<file path="src/rtl/imem_loader_pkg.sv">
// Shared types and default widths for the instruction-memory loader.
package imem_loader_pkg;

  localparam int unsigned IMEM_ADDR_W = 8;
  localparam int unsigned INSTR_W     = 32;
  localparam int unsigned STATE_W     = 3;
  localparam int unsigned HOLD_CNT_W  = 4;
  localparam int unsigned CKSUM_W     = 32;

  typedef enum logic [STATE_W-1:0] {
    IDLE  = 3'd0,
    LOAD  = 3'd1,
    HOLD  = 3'd2,
    RUN   = 3'd3,
    ERROR = 3'd4
  } loader_state_t;

endpackage

</file>
<file path="src/rtl/loader_rst_stretch.sv">
// Down-counter that stretches a reset: load arms it with cnt_init cycles,
// expire_c flags the final counted cycle so the owner can release on that edge.
module loader_rst_stretch
  import imem_loader_pkg::*;
(
  input  logic                  clk,
  input  logic                  rst_n,
  input  logic                  load,
  input  logic [HOLD_CNT_W-1:0] cnt_init,
  output logic                  expire_c
);

  logic [HOLD_CNT_W-1:0] cnt;
  logic                  active;

  always_ff @(posedge clk or negedge rst_n) begin
    if (!rst_n) begin
      cnt    <= '0;
      active <= 1'b0;
    end else if (load) begin
      cnt    <= cnt_init;
      active <= (cnt_init != '0);
    end else if (active) begin
      cnt <= cnt - HOLD_CNT_W'(1);
      if (cnt == HOLD_CNT_W'(1)) active <= 1'b0;
    end
  end

  assign expire_c = active && (cnt == HOLD_CNT_W'(1));

endmodule

</file>
<file path="src/rtl/imem_loader.sv">
// Streams a program into instruction memory while holding the core in reset.
// Optional IMEM_LOADER_CHECKSUM_EN: last beat is a checksum word (sum must be 0).
module imem_loader
  import imem_loader_pkg::*;
#(
  parameter int unsigned ADDR_W   = IMEM_ADDR_W,
  parameter int unsigned DATA_W   = INSTR_W,
  parameter int unsigned RST_HOLD = 4
) (
  input  logic              clk,
  input  logic              rst_n,
  input  logic              start,
  input  logic              s_valid,
  output logic              s_ready,
  input  logic [DATA_W-1:0] s_data,
  input  logic              s_last,
  output logic              imem_we,
  output logic [ADDR_W-1:0] imem_addr,
  output logic [DATA_W-1:0] imem_wdata,
  output logic              core_rst_n,
  output logic              busy,
  output logic              done,
  output logic              err_overflow,
  output logic [ADDR_W:0]   word_count
`ifdef IMEM_LOADER_CHECKSUM_EN
  ,
  output logic              err_checksum
`endif
);

  localparam int unsigned WC_W  = ADDR_W + 1;
  localparam int unsigned DEPTH = 1 << ADDR_W;

  localparam logic [STATE_W-1:0] S_IDLE  = STATE_W'(IDLE);
  localparam logic [STATE_W-1:0] S_LOAD  = STATE_W'(LOAD);
  localparam logic [STATE_W-1:0] S_HOLD  = STATE_W'(HOLD);
  localparam logic [STATE_W-1:0] S_RUN   = STATE_W'(RUN);
  localparam logic [STATE_W-1:0] S_ERROR = STATE_W'(ERROR);

  logic [STATE_W-1:0] state, state_nxt;
  logic               s_ready_nxt, we_nxt, core_rst_n_nxt, busy_nxt, done_nxt, ovf_nxt;
  logic [ADDR_W-1:0]  addr_nxt;
  logic [DATA_W-1:0]  wdata_nxt;
  logic [WC_W-1:0]    wc_nxt;
  logic               accept_c, hold_load_c, hold_expire_c;
`ifdef IMEM_LOADER_CHECKSUM_EN
  logic [CKSUM_W-1:0] sum_q, sum_nxt, sum_c;
  logic               cks_nxt;
`endif

  loader_rst_stretch u_rst_stretch (
    .clk      (clk),
    .rst_n    (rst_n),
    .load     (hold_load_c),
    .cnt_init (HOLD_CNT_W'(RST_HOLD)),
    .expire_c (hold_expire_c)
  );

  // State register plus every registered output.
  always_ff @(posedge clk or negedge rst_n) begin
    if (!rst_n) begin
      state        <= S_IDLE;
      s_ready      <= 1'b0;
      imem_we      <= 1'b0;
      imem_addr    <= '0;
      imem_wdata   <= '0;
      core_rst_n   <= 1'b0;
      busy         <= 1'b0;
      done         <= 1'b0;
      err_overflow <= 1'b0;
      word_count   <= '0;
`ifdef IMEM_LOADER_CHECKSUM_EN
      sum_q        <= '0;
      err_checksum <= 1'b0;
`endif
    end else begin
      state        <= state_nxt;
      s_ready      <= s_ready_nxt;
      imem_we      <= we_nxt;
      imem_addr    <= addr_nxt;
      imem_wdata   <= wdata_nxt;
      core_rst_n   <= core_rst_n_nxt;
      busy         <= busy_nxt;
      done         <= done_nxt;
      err_overflow <= ovf_nxt;
      word_count   <= wc_nxt;
`ifdef IMEM_LOADER_CHECKSUM_EN
      sum_q        <= sum_nxt;
      err_checksum <= cks_nxt;
`endif
    end
  end

  // Next-state and next-output logic.
  always_comb begin
    state_nxt   = state;
    we_nxt      = 1'b0;
    addr_nxt    = imem_addr;
    wdata_nxt   = imem_wdata;
    wc_nxt      = word_count;
    ovf_nxt     = err_overflow;
    hold_load_c = 1'b0;
    accept_c    = s_valid && s_ready;
`ifdef IMEM_LOADER_CHECKSUM_EN
    sum_c       = sum_q + CKSUM_W'(s_data);
    sum_nxt     = sum_q;
    cks_nxt     = err_checksum;
`endif

    case (state)
      S_IDLE, S_RUN, S_ERROR: begin
        if (start) begin
          state_nxt = S_LOAD;
          wc_nxt    = '0;
          ovf_nxt   = 1'b0;
`ifdef IMEM_LOADER_CHECKSUM_EN
          sum_nxt   = '0;
          cks_nxt   = 1'b0;
`endif
        end
      end
      S_LOAD: begin
        if (accept_c) begin
`ifdef IMEM_LOADER_CHECKSUM_EN
          sum_nxt = sum_c;
          // Checksum word is consumed, never written.
          if (s_last) begin
            if (sum_c != '0) begin
              cks_nxt   = 1'b1;
              state_nxt = S_ERROR;
            end else begin
              state_nxt   = S_HOLD;
              hold_load_c = 1'b1;
            end
          end else
`endif
          if (word_count == WC_W'(DEPTH)) begin
            ovf_nxt   = 1'b1;
            state_nxt = S_ERROR;
          end else begin
            we_nxt    = 1'b1;
            addr_nxt  = word_count[ADDR_W-1:0];
            wdata_nxt = s_data;
            wc_nxt    = word_count + WC_W'(1);
            if (s_last) begin
              state_nxt   = S_HOLD;
              hold_load_c = 1'b1;
            end
          end
        end
      end
      S_HOLD: begin
        if (hold_expire_c) state_nxt = S_RUN;
      end
      default: state_nxt = S_IDLE;
    endcase

    s_ready_nxt    = (state_nxt == S_LOAD);
    busy_nxt       = (state_nxt == S_LOAD) || (state_nxt == S_HOLD);
    done_nxt       = (state_nxt == S_RUN);
    core_rst_n_nxt = (state_nxt == S_RUN);
  end

endmodule
</file>
<file path="config.mk">
export PLATFORM = sky130hd
export DESIGN_NAME = imem_loader
export DESIGN_NICKNAME = d
export VERILOG_FILES = /design/src/rtl/imem_loader_pkg.sv /design/src/rtl/loader_rst_stretch.sv /design/src/rtl/imem_loader.sv
export SDC_FILE = /design/constraint.sdc
export NUM_CORES = 1
export LEC_CHECK = 0
export CORE_MARGIN = 2
export CORE_UTILIZATION = 41
export CTS_CLUSTER_SIZE = 25
export DETAILED_ROUTE_END_ITERATION = 6
export MAX_ROUTING_LAYER = met4
export PLACE_DENSITY = 0.78
export SLEW_MARGIN = 20
export SYNTH_ARGS = -nofsm -noshare
export SYNTH_HDL_FRONTEND = slang
export SYNTH_SLANG_ARGS = --single-unit
</file>
<file path="constraint.sdc">
create_clock -name clk -period 2.2 [get_ports clk]
set_clock_uncertainty 0.15 [all_clocks]
set_input_delay 0.66 -clock clk [delete_from_list [all_inputs] [get_ports clk]]
set_output_delay 0.66 -clock clk [all_outputs]
set_load 0.05 [all_outputs]
</file>
### After elaboration in Yosys (flattened, before gate mapping)

Index checks and enable logic that the tools add are counted.

| cells by class | value |
|---|---|
| equal/unequal tests | 13 |
| multiplexer cells | 26 |
| bitwise logic cells | 1 |
| add/subtract/negate cells | 2 |
| reductions and logical operators | 10 |

Operators with widths:

| operator | count |
|---|---|
| $mux W9 | 3 |
| $pmux W9 S2 | 1 |
| $mux W3 | 5 |
| $mux W1 | 13 |
| $eq A3 B2 Y1 const B | 4 |
| $add A9 B1 Y9 const B | 1 |
| $eq A9 B9 Y1 const B | 1 |
| $pmux W3 S3 | 1 |
| $mux W4 | 2 |
| $ne A2 B2 Y1 const B | 4 |
| $reduce_and A4 Y1 | 2 |
| $eq A3 B1 Y1 const B | 2 |
| $eq A4 B1 Y1 const B | 1 |
| $reduce_bool A2 Y1 | 2 |
| $sub A4 B1 Y4 const B | 1 |
| $eq A3 B3 Y1 const B | 1 |
| $logic_not A3 Y1 | 1 |
| $reduce_and A3 Y1 | 1 |
| $reduce_or A3 Y1 | 1 |
| $logic_and A1 B1 Y1 | 2 |
| $pmux W1 S2 | 1 |
| $logic_or A1 B1 Y1 | 1 |
| $not A1 Y1 | 1 |

| word-level totals | value |
|---|---|
| flip-flop bits (word level) | 62 |
| input port bits | 37 |

### Longest topological paths before layout

Gate-level depths: netlist of run 1.

| depth | value |
|---|---|
| depth in word-level cells | 6 |
| depth in mapped cells | 9 |

### Hierarchy

Synthesis of run 1 repeated with hierarchy kept, for this count alone.

| second synthesis, totals | value |
|---|---|
| cell total of the unflattened synthesis | 200 |
| area total of the unflattened synthesis | 2,653.8 sq um |

Modules (own cells, without submodules):

| module | area an instance (sq um) | times used | cells each |
|---|---|---|---|
| imem_loader | 2,358.5 | 1 | 171 |
| loader_rst_stretch | 295.3 | 1 | 29 |

### Worst setup path before layout of run 1

OpenSTA, ideal clock, no wires.

| timing path | value |
|---|---|
| kind | register to register |
| from | register word_count[0] |
| to | register imem_wdata[0] |
| slack | -236 ps |
| required time | 1,925 ps |
| data arrival time | 2,161 ps |
| setup time | 125 ps |
| stages on the path, launching flop included | 9 |
| path through | dfrtp_1 -> inv_1 -> ha_1 -> and4bb_2 -> and2_2 -> nor2b_4 -> buf_8 -> buf_12 -> mux2_4 |

| between the ends | value |
|---|---|
| word-level cells in the longest chain between the ends | 3 |

RTL lines:

| what | RTL line | text |
|---|---|---|
| start: declaration | imem_loader.sv:24 | `output logic [ADDR_W:0] word_count` |
| start signal: assignment | imem_loader.sv:86 | `word_count <= wc_nxt;` |
| $eq A9 B9 Y1 | imem_loader.sv:137 | `if (word_count == WC_W'(DEPTH)) begin` |
| $not A1 Y1 (no line) | - |  |
| $reduce_and A3 Y1 (no line) | - |  |
| end signal: assignment | imem_loader.sv:81 | `imem_wdata <= wdata_nxt;` |
| end: declaration | imem_loader.sv:19 | `output logic [DATA_W-1:0] imem_wdata,` |

No other way between the ends.
A chain may end at the register's enable or synchronous reset.

### Final worst setup path of run 1

| timing path | value |
|---|---|
| from | input port s_valid |
| to | register imem_wdata[27] |

| between the ends | value |
|---|---|
| word-level cells in the longest chain between the ends | 2 |

RTL lines:

| what | RTL line | text |
|---|---|---|
| start: declaration | imem_loader.sv:13 | `input logic s_valid,` |
| $logic_and A1 B1 Y1 | imem_loader.sv:103 | `accept_c = s_valid && s_ready;` |
| $reduce_and A3 Y1 (no line) | - |  |

No other way between the ends.

==> key figures, run 1 <==
Synth
  • Synth Area in XOR/XNOR: 0.03514
  • Seq/Total Area, Yosys: 0.5660
  • Combinational family with the most area after synthesis: multiplexers
  • Syn Area/Cell: 14.28 µm²
  • Yosys warnings: 0
  • #FFs+latches synth: 62
  • Yosys cell types: 38
  • Synthesized Nets: 233
  • Post-synthesis simple-gate area fraction: 0.09630
  • Top_reg_cell synth: dfrtp_1
  • Multiplexer share of the synthesized area: 0.1958
  • Fraction of registers with async set/reset: 1.000
  • Synthesized-area fraction occupied by adder cells: 0.01826
  • Synthesized cell area: 0.002741 mm²
  • Post-Syn Instances: 192
  • Compound-Gate Fraction of Synth Area: 0.04884
  • Post-synth EDFFs: 0

Pwr
  • Internal: 0.003736 W
  • Logic pwr share: 0.557
  • Sequential share of power: 0.285
  • Total power: 0.006704 W
  • VDD IR max: 1.003 mV
  • Sw Pwr: 0.002968 W
  • Leakage: 1.854 nW
  • Clock share of power: 0.158
  • PD cells: 1703 mW/mm²
  • Sw Ratio: 0.4427

Floorplanning
  • Placeable Area: 0.006422 mm²
  • Site Rows: 29
  • Chip width: 85.77 µm
  • Die Y: 85.77 µm
  • Initial core utilization: 0.4268
  • Top Ports: 92
  • Die ar.: 0.007356 mm²

Run status
  • Failing checks: design-rule violations
  • Status: finished, violations left

Routing
  • Post-DRT Antenna Nets: 0
  • Wire length per cell: 14.65 µm
  • 1st-pass router iterations: 6
  • Via count: 1899
  • DRT Wirelength: 5653 µm
  • 1st-iter DRT viols: 99
  • DRC: 14
  • Via/cell ratio: 4.920

Finish
  • Most common cell after layout, fill and taps aside: buf_4
  • Register area: 0.001554 mm²
  • Most frequent cells in the layout: buf_4, dfrtp_1, clkdlybuf4s50_1
  • Nets: 345
  • Post-route cell area: 0.003936 mm²
  • Area of the multi-input gates: 0.001091 mm²
  • FILL cells: 510
  • N_diodes: 0
  • Area Growth Syn to Fin: 43.59%
  • Layout cells sized above 1: 0.4531

Global route
  • Largest net degree at the start of global routing: 63
  • First-pass GRT wire length: 9273 µm
  • Grt ovf: 0
  • Global-route usage over all layers: 0.1692
  • Vias in the first global route: 1890
  • Initial antenna violation count: 0

STA
  • Slew Limit Fails: 0
  • Sum of negative setup slack: 0 ns
  • RSZ-0062 raised after global routing: no
  • Tightest Pin Transition: 0.3603 ns
  • Setup-failing EPs final: 0
  • Fmax: 472.0 MHz
  • Hold WS: 0.1802 ns
  • Final Hold Vio Count: 0
  • Final worst-path cycle share: 0.9631
  • Min Tclk post-route: 2.119 ns
  • Max_slew headroom: 0.7594

Clock network
  • Clk slew on worst S/H paths: 0.07 ns
  • CTS tree: done
  • CTS sink cnt: 62
  • CTS root buf: clkbuf_8
  • Setup Fix Bufs, Post-CTS: 0
  • Skew-Pair Late Insertion Delay: 0.33 ns
  • Clk buf depth: 2
  • H-Tree Depth: 3
  • Clock buffers created by TritonCTS: 9

Setup path
  • Worst path max stage delay: 0.45 ns
  • CP cell instances: clkdlybuf4s50_1, nand2_1, nor3_4, nor2b_4, buf_12, mux2_2
  • CP max FO: 19
  • Worst path arrival time: 2.19 ns
  • R2R cell count: 7
  • Crit path capture type: flop
  • Kind of critical path: in -> reg
  • Worst Setup Start Kind: input port
  • Critical Path RT: 2.27 ns
  • Slowest-stage cell, CP: clkdlybuf4s50_1

Place
  • Post-DP HPWL: 4058 µm
  • GPL Wtd Cong: 0.7429
  • Port Buffers: 91
  • Area post-placement: 0.003710 mm²

Min path
  • Worst min-delay path category: in -> async

Run
  • Max Cap Violations: 0
worst paths after layout:
check / startpoint / to / slack (ns)
max in group asynchronous: rst_n / word_count[0] / 1.42
min reg2reg: imem_addr[0] / imem_addr[0] / 0.36
max reg2reg: word_count[0] / imem_wdata[27] / 0.21
max: s_valid / imem_wdata[27] / 0.08
min: rst_n / imem_wdata[12] / 0.18
min in group clk: imem_addr[0] / imem_addr[0] / 0.36
power by group through the flow:
stage | clock network (W) | logic, W | registers, W
after floorplan | 0 | 0.00127 | 0.00332
after global placement | 0 | 0.00370 | 0.00191
after detailed placement | 0 | 0.00373 | 0.00193
after CTS | 0.00111 | 0.00375 | 0.00191
after global routing | 0.00115 | 0.00393 | 0.00197
final | 0.00106 | 0.00373 | 0.00191
worst max-delay path: cells and delay by family:
kind | cells | cell delay [ns]
buffers and inverters | 2 | 0.66
multiplexers | 1 | 0.35
AND/OR/NAND/NOR | 3 | 0.50
state kept, by name, summed over array words and instances (netlist names):
name,flops
imem_wdata,32
busy,1
err_overflow,1
imem_we,1
u_rst_stretch.cnt,4
state,3
s_ready,1
done,1
word_count,9
imem_addr,8
u_rst_stretch.active,1
kinds of logic (layout without fill, tap and decap cells):
| group | after synthesis | after routing |
|---|---|---|
| xor+xnor | 11 | 11 |
| flops | 62 | 62 |
| buf+inv | 12 | 129 |
| compound gates | 19 | 19 |
| simple gates | 44 | 44 |
| mux | 40 | 40 |
| fa+ha+maj | 4 | 4 |
layer usage:
metal,vias to the layer above,track usage,wire length [µm]
met1,915,0.2134,2602
met4,0,0.06926,56
met3,5,0.05871,446
met5,-,-,0
met2,82,0.2500,2548
li1,897,-,-
metrics by stage:
stage                     setup slack (ns)  std cells  utilization
after CTS                          0.05385        386       0.6109
after detailed placement           -0.2962        370       0.5776
after floorplan                    0.03537        192            -
after global routing               0.01273        386       0.6129
final                              0.08115        386       0.6129
after global placement             -0.2280        370       0.5776
cell usage after synthesis, drive strengths merged (3+ instances only):
| library cell | number | area, µm² |
|---|---|---|
| nor2b | 3 | 26.27 |
| ha | 4 | 50.05 |
| buf | 7 | 90.08 |
| xor2 | 8 | 70.07 |
| nor3b | 3 | 22.52 |
| nor2 | 15 | 56.30 |
| o21ai | 6 | 30.03 |
| nand2 | 7 | 26.28 |
| mux2 | 40 | 536.8 |
| inv | 5 | 18.77 |
| xnor2 | 3 | 26.28 |
| dfrtp | 62 | 1551 |
| a21oi | 4 | 20.02 |
layout make-up:
class                           count  share of cell area
Tap cell                           77             0.02448
Clock inverter                      6             0.02193
Inverter                            5            0.004768
Timing Repair Buffer              108              0.2444
Multi-Input combinational cell    118              0.2772
Sequential cell                    62              0.3948
Clock buffer                       10             0.03242
repair_timing:
item / CTS / global route
resized for setup: 0 / 2
setup endpoints to repair: 0 / 2
hold buffers: 0 / 0
(Power assumes the default switching activity.)
==> inputs of run 2 (changes only) <==
--- a/config.mk
+++ b/config.mk
@@ -7,6 +7,7 @@
 export LEC_CHECK = 0
 export CORE_MARGIN = 2
 export CORE_UTILIZATION = 41
+export CTS_CLUSTER_DIAMETER = 150
 export CTS_CLUSTER_SIZE = 25
 export DETAILED_ROUTE_END_ITERATION = 6
 export MAX_ROUTING_LAYER = met4
==> results of run 2 <==
The final DEF is identical to that of run 1; final timing and power are the same.
